<file path="src/rtl/fetch_unit.sv">
// IF stage: owns the PC, issues one-outstanding instruction fetches, and feeds IF/ID through a 1-entry skid buffer.
// Optional FETCH_PERF_EN adds saturating stall-cycle and flush counters.
module fetch_unit #(
   parameter int              XLEN      = 32,
   parameter logic [XLEN-1:0] RESET_PC  = 32'h0000_0000,
   parameter logic [XLEN-1:0] NOP_INSTR = 32'h0000_0013
) (
   input  logic            clk,
   input  logic            rst,
   input  logic            stall,
   input  logic            flush,
   input  logic [XLEN-1:0] branch_target,
   output logic            imem_req,
   output logic [XLEN-1:0] imem_addr,
   input  logic            imem_gnt,
   input  logic            imem_rvalid,
   input  logic [XLEN-1:0] imem_rdata,
   output logic [XLEN-1:0] ifid_instr,
   output logic [XLEN-1:0] ifid_pc,
   output logic            ifid_valid,
   output logic            fetch_busy
`ifdef FETCH_PERF_EN
   ,
   output logic [31:0]     perf_stall_cycles,
   output logic [31:0]     perf_flush_count
`endif
);

   typedef enum logic {S_REQ, S_WAIT} state_t;

   localparam logic [XLEN-1:0] ALIGN_MASK = ~XLEN'(3);

   state_t          state, state_nxt;
   logic [XLEN-1:0] pc, pc_nxt;
   logic [XLEN-1:0] req_pc, req_pc_nxt;
   logic            drop, drop_nxt;
   logic            skid_valid, skid_valid_nxt;
   logic            skid_load;
   logic [XLEN-1:0] skid_instr, skid_pc;
   logic [XLEN-1:0] ifid_instr_nxt, ifid_pc_nxt;
   logic            ifid_valid_nxt;
   logic            resp_live;

   // NOTE: every signal assigned in this block gets a default first, so no path can infer a latch.
   always_comb begin
      state_nxt      = state;
      pc_nxt         = pc;
      req_pc_nxt     = req_pc;
      drop_nxt       = drop;
      skid_valid_nxt = skid_valid;
      skid_load      = 1'b0;
      ifid_instr_nxt = ifid_instr;
      ifid_pc_nxt    = ifid_pc;
      ifid_valid_nxt = ifid_valid;

      imem_req   = (state == S_REQ) && !skid_valid && !flush && !rst;
      imem_addr  = pc & ALIGN_MASK;
      fetch_busy = (state == S_WAIT) && !rst;
      resp_live  = (state == S_WAIT) && imem_rvalid && !drop;

      if (flush) begin
         // Redirect wins over stall: kill IF/ID and the skid, and drop a response still in flight.
         pc_nxt         = branch_target & ALIGN_MASK;
         skid_valid_nxt = 1'b0;
         ifid_instr_nxt = NOP_INSTR;
         ifid_valid_nxt = 1'b0;
         if (state == S_WAIT) begin
            if (imem_rvalid) begin
               state_nxt = S_REQ;
               drop_nxt  = 1'b0;
            end else begin
               drop_nxt  = 1'b1;
            end
         end
      end else begin
         case (state)
            S_REQ: begin
               if (imem_req && imem_gnt) begin
                  state_nxt  = S_WAIT;
                  req_pc_nxt = pc;
                  pc_nxt     = pc + XLEN'(4);
               end
            end
            S_WAIT: begin
               if (imem_rvalid) begin
                  state_nxt = S_REQ;
                  drop_nxt  = 1'b0;
               end
            end
            default: state_nxt = S_REQ;
         endcase

         if (resp_live && !stall && !skid_valid) begin
            ifid_instr_nxt = imem_rdata;
            ifid_pc_nxt    = req_pc;
            ifid_valid_nxt = 1'b1;
         end else if (resp_live) begin
            skid_valid_nxt = 1'b1;
            skid_load      = 1'b1;
         end else if (!stall && skid_valid) begin
            ifid_instr_nxt = skid_instr;
            ifid_pc_nxt    = skid_pc;
            ifid_valid_nxt = 1'b1;
            skid_valid_nxt = 1'b0;
         end else if (!stall) begin
            ifid_instr_nxt = NOP_INSTR;
            ifid_valid_nxt = 1'b0;
         end
      end
   end

   // NOTE: state registers use non-blocking assignments so every flop samples pre-edge values.
   always_ff @(posedge clk) begin
      if (rst) begin
         state      <= S_REQ;
         pc         <= RESET_PC;
         req_pc     <= '0;
         drop       <= 1'b0;
         skid_valid <= 1'b0;
         ifid_instr <= NOP_INSTR;
         ifid_pc    <= '0;
         ifid_valid <= 1'b0;
      end else begin
         state      <= state_nxt;
         pc         <= pc_nxt;
         req_pc     <= req_pc_nxt;
         drop       <= drop_nxt;
         skid_valid <= skid_valid_nxt;
         ifid_instr <= ifid_instr_nxt;
         ifid_pc    <= ifid_pc_nxt;
         ifid_valid <= ifid_valid_nxt;
      end
   end

   // NOTE: skid payload is qualified by skid_valid, so it carries no reset.
   always_ff @(posedge clk) begin
      if (skid_load) begin
         skid_instr <= imem_rdata;
         skid_pc    <= req_pc;
      end
   end

`ifdef FETCH_PERF_EN
   always_ff @(posedge clk) begin
      if (rst) begin
         perf_stall_cycles <= '0;
         perf_flush_count  <= '0;
      end else begin
         if (stall && !flush && (perf_stall_cycles != 32'hFFFF_FFFF))
            perf_stall_cycles <= perf_stall_cycles + 32'd1;
         if (flush && (perf_flush_count != 32'hFFFF_FFFF))
            perf_flush_count <= perf_flush_count + 32'd1;
      end
   end
`endif

endmodule

</file>
<file path="config.mk">
export PLATFORM = sky130hd
export DESIGN_NAME = fetch_unit
export DESIGN_NICKNAME = d
export VERILOG_FILES = /design/src/rtl/fetch_unit.sv
export SDC_FILE = /design/constraint.sdc
export NUM_CORES = 1
export LEC_CHECK = 0
export ABC_AREA = 1
export ABC_CLOCK_PERIOD_IN_PS = 4260
export BUFFER_PORTS_ARGS = -buffer_cell sky130_fd_sc_hd__buf_2
export CORE_MARGIN = 2
export CORE_UTILIZATION = 55
export CTS_CLUSTER_DIAMETER = 40
export DETAILED_ROUTE_END_ITERATION = 12
export PLACE_DENSITY_LB_ADDON = 0.1
export SYNTH_ARGS = -nofsm -noshare
export SYNTH_HDL_FRONTEND = slang
export SYNTH_SLANG_ARGS = --single-unit
</file>
<file path="constraint.sdc">
create_clock -name clk -period 4.26 [get_ports clk]
set_clock_uncertainty 0.1 [all_clocks]
set_input_delay 0.213 -clock clk [delete_from_list [all_inputs] [get_ports clk]]
set_output_delay 0.213 -clock clk [all_outputs]
set_load 0.05 [all_outputs]
</file>
==> impl_metrics.csv, run 1 <==
group,metric,value,unit
timing,max-slew-margin-rel,0.469,
route,num_vias,7435,
logic_synthesis,postSynthCellCount,1063,
placement,gp_congestion,0.905,
timing,period_share,0.674,
worst_setup_path,cp.arrival,3090,ps
global_routing,track_usage,0.260,
timing,final-setup-viol-count,0,
die,core,15200,um^2
logic_synthesis,avgSynthCellArea,8.03,um^2
cells_and_area,fin_util,0.688,
clock_tree,cts-root-buf,"clkbuf_16",
clock_tree,cts_resized,0,
logic_synthesis,ys_seq_area_frac,0.513,
cells_and_area,final_nets,1303,
global_routing,grt_pass1_vias,6703,
clock_tree,hold_buffers,40,
logic_synthesis,ys_types,37,
clock_tree,clkTransAtPathRegs,60,ps
worst_setup_path,path_class,"input port to flop",
clock_tree,clock_sinks,188,
cells_and_area,drive_gt1_frac,0.202,
route,drcViolationCount,0,
global_routing,grt_max_degree,64,
die,die_x,129,um
route,detail-route-antenna-nets,0,
power,power.density,412,nW/um^2
placement,numPortBuffers,162,
route,drt_iter0_markers,722,
logic_synthesis,yosysWarnings,0,
timing,setup_tns,0,ps
worst_setup_path,r2r_slack,1610,ps
global_routing,grt_pass1_wl,33.9,mm
placement,dp_hpwl,13.6,mm
timing,fin_crit,2870,ps
status,outcome,"complete, no violations",
flow_run,maxCapViolations,0,
clock_tree,clock_path_buffers,2,
die,die_y,129,um
worst_setup_path,worstSetupEndpointType,"flop",
timing,worst_pin_slew,795,ps
die,io-pin-count,169,
worst_setup_path,cp-start-kind,"input port",
timing,rsz0062_at_grt,"no",
power,irDropWorstVdd,287,uV
worst_hold_path,min_path_type,"input port to flop",
cells_and_area,regArea,4380,um^2
clock_tree,cts_tree,"yes",
logic_synthesis,syn_area,8540,um^2
power,cellLeakagePower,4.58,nW
clock_tree,cts-htree-levels,4,
route,routed_wl,21.1,mm
die,rows,45,
clock_tree,numCtsBuffers,17,
worst_setup_path,cp_max_fo,60,
die,die_area,16500,um^2
route,firstDrtPassIters,5,
cells_and_area,area_growth,22.4,%
cells_and_area,fill_cells,1284,
timing,fmax,348,MHz
clock_tree,cts_setup_buffers,0,
clock_tree,worstSkewPairLatency,430,ps
timing,hold_violations,0,
global_routing,antenna_found_initial,0,
logic_synthesis,synth_seq_cells,188,
cells_and_area,multi_input_area,3280,um^2
timing,drv_slew,0,
die,initial_core_util,0.562,
route,wire_per_inst,14.7,um
worst_setup_path,crit_required,4480,ps
global_routing,overflow,0,
route,vias_per_cell,5.18,
[state kept, by name, summed over array words and instances (netlist names)]
| name | cells |
|---|---|
| ifid_instr | 32 |
| skid_instr | 32 |
| ifid_pc | 30 |
| pc | 30 |
| req_pc | 30 |
| skid_pc | 30 |
| drop | 1 |
| ifid_valid | 1 |
| skid_valid | 1 |
| state | 1 |
[through the flow]
step / setup slack, ps / hold slack [ps] / cells / area, um^2 / power (mW)
2_1_floorplan: 395 / 212 / 1066 / 8550 / 2.29
3_3_place_gp: 1580 / 304 / 1361 / 9340 / 2.40
3_5_place_dp: 1570 / 305 / 1361 / 9340 / 2.40
4_1_cts: 1430 / 1.34 / 1433 / 10500 / 4.33
5_1_grt: 1160 / 29.1 / 1433 / 10500 / 4.45
6_report: 1390 / 10.4 / 1434 / 10500 / 4.31
[critical path, stage by stage]
cell and delay, ps:
dlygate4sd3_1 540, buf_2 140, inv_2 480, nand2_1 170
nand2_2 160, nand2_2 70, inv_2 470, nand2_4 500
nor2_1 250, nor2_1 70
[kinds of logic after synthesis]
logic type                 after synthesis  synth area share
other                                    1          0.000439
buffers and inverters                  205             0.105
DFF                                    188             0.513
xor gates and xnor gates                 2           0.00205
AOI/OAI and AO/OA                      211             0.140
adders and majority gates                1           0.00146
and+or+nand+nor                        455             0.238
[power by group]
part	switching (mW)	internal, mW
clock	0.692	1.22
combinational	0.314	0.134
sequential	0.0463	1.90
total	1.05	3.26
[placed cells by master, fill, tap and decap left out, types with 3 or more instances in the layout]
master           n
buf_2          162
inv_6            3
o221ai_1         3
inv_2            5
nand2_2          4
o21ai_1          7
nor2_1         113
inv_1          134
dfxtp_1        126
o21ai_0         87
a21oi_1         89
nor2_2           8
nor2_4          13
nand3_1         49
a211oi_2        14
conb_1           4
nand4_1         31
buf_4            7
clkbuf_16       17
bufinv_16        8
nand2_1        226
a211oi_1         3
edfxtp_1        62
nor3_1           4
dlygate4sd3_1   40
a31oi_1          5
o211ai_1         3
[final timing paths]
kind / start / end / depth (start not counted)
worst min register to register: req_pc[31] / skid_pc[31] / 0
worst max register to register: state / skid_instr[19] / 5
worst min-delay path: branch_target[5] / pc[5] / 5
worst max-delay path: stall / ifid_pc[14] / 10
[synthesized netlist by cell type, drive strengths merged]
library cell / count / share of area
nand2: 232 / 0.10
nand3: 51 / 0.032
o221ai: 3 / 0.0031
clkbuf: 31 / 0.014
buf: 33 / 0.030
clkinv: 2 / 0.0010
or2: 1 / 0.00073
o21ai: 94 / 0.055
ha: 1 / 0.0015
nand3b: 1 / 0.00088
o211ai: 3 / 0.0026
nor3: 4 / 0.0023
xor2: 2 / 0.0021
a21oi: 89 / 0.052
a31oi: 5 / 0.0037
conb: 1 / 0.00044
dfxtp: 126 / 0.30
a211oi: 17 / 0.023
nand4: 31 / 0.023
inv: 139 / 0.061
edfxtp: 62 / 0.22
nor2: 135 / 0.074
[routing by layer]
metal	routed length, um	global-route usage	vias to the layer above
li1	-	-	3791
met1	9700	0.371	3326
met2	9390	0.398	284
met3	1550	0.0549	34
met4	440	0.0850	0
met5	0	0	-
[final cells by class]
| type | count | area share |
|---|---|---|
| antenna | 1 | 0.000239 |
| tap | 188 | 0.0225 |
| timing repair buffer | 211 | 0.125 |
| multi-input combinational | 673 | 0.314 |
| clock inverter | 14 | 0.0274 |
| clock buffer | 18 | 0.0410 |
| sequential | 188 | 0.419 |
| inverter | 141 | 0.0507 |
Power figures use the tool's default switching activity.
==> inputs of run 2 (changes only) <==
- ABC_AREA: 1 -> 0
- ABC_CLOCK_PERIOD_IN_PS: 4260 -> 2900
- CORE_UTILIZATION: 55 -> 54
- clock period: 4.26 -> 2.9 ns (I/O delays scaled with it)
==> impl_metrics.csv, run 2 <==
group,metric,value,unit
status,outcome,"complete, no violations",
placement,numPortBuffers,162,
logic_synthesis,async_flop_share,0,
logic_synthesis,yosysMostFrequentCell,"nand2_1",
global_routing,track_usage,0.269,
die,io-pin-count,169,
die,rows,43,
timing,setup_tns,0,ps
placement,gp_congestion,0.865,
route,firstDrtPassIters,5,
die,initial_core_util,0.551,
clock_tree,cts_tree,"yes",
timing,rsz0062_at_grt,"no",
clock_tree,numCtsBuffers,17,
die,core,13800,um^2
worst_setup_path,crit_required,3130,ps
cells_and_area,drive_gt1_frac,0.223,
cells_and_area,final_common_cell,"buf_2",
clock_tree,clkTransAtPathRegs,60,ps
power,power.density,577,nW/um^2
global_routing,grt_pass1_wl,32.0,mm
logic_synthesis,syn_area,7610,um^2
logic_synthesis,postSynthCellCount,787,
worst_hold_path,min_path_type,"input port to flop",
logic_synthesis,yosys.area_share.simple,0.200,
global_routing,antenna_found_initial,0,
route,vias_per_cell,5.86,
global_routing,overflow,0,
power,power,5.65,mW
route,drcViolationCount,0,
route,routed_wl,20.3,mm
cells_and_area,final_cell_mix,"162 x buf_2, 154 x nand2_1, 126 x dfxtp_1",
worst_setup_path,cp.arrival,2590,ps
timing,max-slew-margin-rel,0.540,
logic_synthesis,synthAdderAreaFrac,0.00164,
logic_synthesis,synth_xor_area_frac,0.00575,
global_routing,grt_max_degree,60,
timing,period_share,0.812,
logic_synthesis,synth_seq_cells,188,
power,cellLeakagePower,3.75,nW
worst_hold_path,hold_depth,4,
worst_setup_path,regToRegStartpoint,"state",
route,drt_iter0_markers,635,
worst_hold_path,hp-start,"rst",
cells_and_area,diodes,0,
clock_tree,clock_sinks,188,
clock_tree,cts_resized,0,
logic_synthesis,synth.mux.area_fraction,0,
power,irDropWorstVdd,385,uV
worst_hold_path,holdPathEnd,"pc[16]",
worst_setup_path,r2r_slack,550,ps
timing,fmax,425,MHz
timing,worst_pin_slew,684,ps
logic_synthesis,synth_top_cell_by_area,"dfxtp_1",
die,die_area,15100,um^2
worst_setup_path,reg2reg_to,"pc[27]",
clock_tree,worstSkewPairLatency,430,ps
cells_and_area,reg.largest.list,"ifid_instr (32), skid_instr (32)",
logic_synthesis,synth_edf_count,62,
logic_synthesis,ys_seq_area_frac,0.576,
timing,drv_slew,0,
route,wire_per_inst,17.2,um
clock_tree,cts-htree-levels,4,
logic_synthesis,synth_area_leaders,"dfxtp_1 33%, edfxtp_1 24%, nand2_1 7.6%",
flow_run,maxCapViolations,0,
logic_synthesis,ys.flop_type,"dfxtp_1",
clock_tree,cts-root-buf,"clkbuf_16",
worst_setup_path,worstSetupEndpointType,"flop",
logic_synthesis,ys_types,57,
logic_synthesis,synth_top_family_by_area,"simple AND/OR/NAND/NOR gates",
die,die_y,123,um
route,detail-route-antenna-nets,0,
logic_synthesis,avgSynthCellArea,9.67,um^2
timing,hold_violations,0,
die,die_x,123,um
timing,fin_crit,2350,ps
logic_synthesis,yosys-top-cells-count,"154 x nand2_1, 126 x dfxtp_1, 71 x a21oi_1, 62 x edfxtp_1, 52 x clkbuf_1",
logic_synthesis,synth-compound-area-share,0.175,
worst_setup_path,cp-start-kind,"flop",
logic_synthesis,synth_top_area_frac,0.331,
cells_and_area,area_growth,28.5,%
cells_and_area,final_nets,1058,
route,num_vias,6914,
logic_synthesis,yosysWarnings,0,
worst_setup_path,cp_max_fo,12,
clock_tree,clock_path_buffers,2,
placement,dp_hpwl,13.4,mm
timing,final-setup-viol-count,0,
worst_setup_path,path_class,"flop to flop",
worst_setup_path,rr_worst_depth,4,
global_routing,grt_pass1_vias,6418,
[run 2: how the worst max path moves through the flow]
stage,startpoint,endpoint,slack (ps)
finish,state,pc[27],550
global route,state,pc[23],430
CTS,state,pc[27],550
detailed placement,state,pc[27],570
global placement,state,pc[27],640
floorplan,skid_valid,skid_instr[0],160
[run 2: metal layers]
| metal | part of all wire | GRT usage | vias to the layer above |
|---|---|---|---|
| li1 | - | - | 3318 |
| met1 | 0.44 | 0.367 | 3296 |
| met2 | 0.47 | 0.433 | 270 |
| met3 | 0.074 | 0.0507 | 30 |
| met4 | 0.018 | 0.0869 | 0 |
| met5 | 0 | 0 | - |
[run 2: logic make-up (layout without fill, tap and decap cells)]
group	Yosys count	after routing
compound gates	190	190
buf+inv	76	286
simple gates	326	326
fa+ha+maj	1	1
xor+xnor	5	5
flops	188	188
other cells	1	4
[run 2: cell type report]
| class | count | area (um^2) |
|---|---|---|
| clock buffer | 21 | 472 |
| clock inverter | 11 | 90.1 |
| fill | 1056 | 4040 |
| inverter | 9 | 33.8 |
| multi-input combinational | 526 | 2960 |
| sequential | 188 | 4380 |
| tap | 180 | 225 |
| timing repair buffer | 245 | 1620 |
[run 2: repair_timing]
| item | 4_1_cts | 5_1_grt |
|---|---|---|
| buffers inserted | 0 | 0 |
| endpoints found under the hold margin | 97 | 0 |
| hold buffers | 64 | 0 |
[run 2: critical path, stage by stage, from the launching register on]
cell and delay (ps):
dfxtp_1 410, or3b_1 620, or3_4 470, or4_1 400, a311oi_1 260
[run 2: power breakdown]
| part | switching [mW] | internal [mW] | total [mW] |
|---|---|---|---|
| registers | 0.0741 | 2.77 | 2.84 |
| clock network | 0.960 | 1.25 | 2.21 |
| logic | 0.392 | 0.200 | 0.592 |
[run 2: through the flow]
| stage | utilization | cells | cell area [um^2] | hold WS, ps | setup slack [ps] |
|---|---|---|---|---|---|
| finish | 0.708 | 1180 | 9780 | 99.3 | 546 |
| global placement | 0.621 | 1084 | 8580 | 239 | 640 |
| global route | 0.708 | 1180 | 9780 | 139 | 433 |
| detailed placement | 0.621 | 1084 | 8580 | 241 | 565 |
| floorplan | - | 790 | 7640 | 141 | 161 |
| CTS | 0.708 | 1180 | 9780 | 89.7 | 549 |
==> inputs of run 3 (changes only) <==
- ABC_AREA: 0 -> 1
- ABC_CLOCK_PERIOD_IN_PS: 2900 -> 2000
- CORE_UTILIZATION: 54 -> 50
- clock period: 2.9 -> 2 ns (I/O delays scaled with it)
==> impl_metrics.csv, run 3 (synthesis gave the netlist of run 1 again) <==
group,metric,value,unit
global_routing,grt_pass1_vias,7041,
clock_tree,clkTransAtPathRegs,60,ps
cells_and_area,fill_cells,1448,
timing,period_share,0.914,
placement,dp_hpwl,14.6,mm
cells_and_area,final_cell_mix,"225 x nand2_1, 162 x buf_2, 134 x inv_1",
worst_setup_path,crit_slowest_cell,"dfxtp_1",
timing,drv_slew,0,
route,vias_per_cell,5.04,
clock_tree,cts-root-buf,"clkbuf_16",
global_routing,track_usage,0.248,
status,outcome,"complete, no violations",
timing,max-slew-margin-rel,0.577,
worst_setup_path,worstSetupEndpointType,"flop",
route,detail-route-antenna-nets,0,
timing,worst_pin_slew,630,ps
cells_and_area,final_nets,1345,
timing,setup_tns,0,ps
global_routing,antenna_found_initial,0,
route,num_vias,7594,
timing,hold_slack,42.8,ps
clock_tree,numCtsBuffers,17,
cells_and_area,reg.largest.list,"ifid_instr (32), skid_instr (32)",
timing,hold_violations,0,
die,initial_core_util,0.513,
cells_and_area,fin_area,10800,um^2
power,cellLeakagePower,4.72,nW
worst_setup_path,cp_max_fo,6,
global_routing,grt_pass1_wl,35.8,mm
clock_tree,clock_path_buffers,2,
global_routing,grt_max_degree,61,
worst_setup_path,crit_required,2220,ps
worst_setup_path,crit_path_frequent_cell,"nand2_1",
timing,fin_crit,1830,ps
route,firstDrtPassIters,5,
worst_setup_path,cp-start-kind,"flop",
die,die_y,135,um
worst_setup_path,cp.arrival,2050,ps
die,die_area,18100,um^2
worst_setup_path,path_buf_inv,1,
worst_setup_path,crit_family,"simple AND/OR/NAND/NOR gates",
cells_and_area,diodes,0,
cells_and_area,fin_util,0.648,
clock_tree,cts_tree,"yes",
power,irDropWorstVdd,643,uV
cells_and_area,final_common_cell,"nand2_1",
route,drcViolationCount,0,
timing,rsz0062_at_grt,"yes",
worst_setup_path,path_cells,"ha_1, nand2_1, nor2_2, nand2_2, nor2_1, nand3_1, nand2_1, nand3_1, nand2_1, inv_1",
placement,gp_congestion,0.951,
route,drt_iter0_markers,686,
cells_and_area,drive_gt1_frac,0.211,
clock_tree,clock_sinks,188,
worst_hold_path,min_path_type,"input port to flop",
timing,fmax,547,MHz
clock_tree,cts-htree-levels,4,
power,power.density,793,nW/um^2
timing,final-setup-viol-count,0,
worst_setup_path,path_class,"flop to flop",
global_routing,overflow,0,
route,routed_wl,22.0,mm
die,io-pin-count,169,
clock_tree,worstSkewPairLatency,430,ps
cells_and_area,regArea,4390,um^2
flow_run,maxCapViolations,0,
placement,numPortBuffers,162,
cells_and_area,area_growth,26.3,%
worst_setup_path,slowest_delay,400,ps
cells_and_area,multi_input_area,3310,um^2
die,die_x,135,um
route,wire_per_inst,14.6,um
placement,dpl_cell_area,9540,um^2
die,core,16600,um^2
die,rows,47,
clock_tree,cts_setup_buffers,0,
-- run 3: cell count changes in the layout (fill, tap and decap cells not counted), sizes merged, moves of 35 or more --
cell	previous run	this run
inv	13	143
nor2	47	135
o21ai	8	94
nand2	154	232
a311oi	38	0
nor3	39	4
-- run 3: worst paths after layout --
| kind | from | to | slack (ps) | depth (start not counted) |
|---|---|---|---|---|
| hold reg to reg | req_pc[20] | skid_pc[20] | 320 | 0 |
| setup reg to reg | pc[3] | pc[30] | 170 | 10 |
| hold / removal | flush | pc[2] | 40 | 3 |
| setup / recovery | pc[3] | pc[30] | 170 | 10 |
-- run 3: per-stage QoR --
stage / worst slack, ps / total power, mW / std cells
4_1_cts: 105 / 8.60 / 1507
3_5_place_dp: 131 / 5.15 / 1410
5_1_grt: -16.9 / 8.86 / 1507
6_report: 172 / 8.56 / 1507
2_1_floorplan: -108 / 4.87 / 1066
3_3_place_gp: 180 / 5.14 / 1410
-- run 3: where the power goes --
group | switching (mW) | internal (mW)
sequential | 0.0967 | 4.05
clock | 1.48 | 1.90
combinational | 0.691 | 0.340
total | 2.27 | 6.29
-- run 3: cell type report --
| type | instances | share of cell area |
|---|---|---|
| clock buffers | 21 | 0.0417 |
| repair buffers | 253 | 0.158 |
| flip-flops and latches | 188 | 0.406 |
| inverters | 141 | 0.0495 |
| well taps | 220 | 0.0255 |
| multi-input cells | 673 | 0.306 |
| clock inverters | 11 | 0.0123 |
-- run 3: worst min-delay path, cell delays in order --
cell and delay [ps]:
buf_2 190, a21oi_1 150, a21oi_1 70
-- run 3: repair_timing --
item,CTS,global route
hold buffers,65,0
gates resized for setup,0,3
setup endpoints to repair,0,34
hold endpoints to repair,97,0
-- run 3: metal layers --
| metal | vias to the layer above | part of all wire | GRT usage |
|---|---|---|---|
| met5 | - | 0 | 0 |
| met4 | 0 | 0.017 | 0.0719 |
| met3 | 29 | 0.067 | 0.0552 |
| met2 | 287 | 0.43 | 0.371 |
| met1 | 3395 | 0.48 | 0.360 |
| li1 | 3883 | - | - |
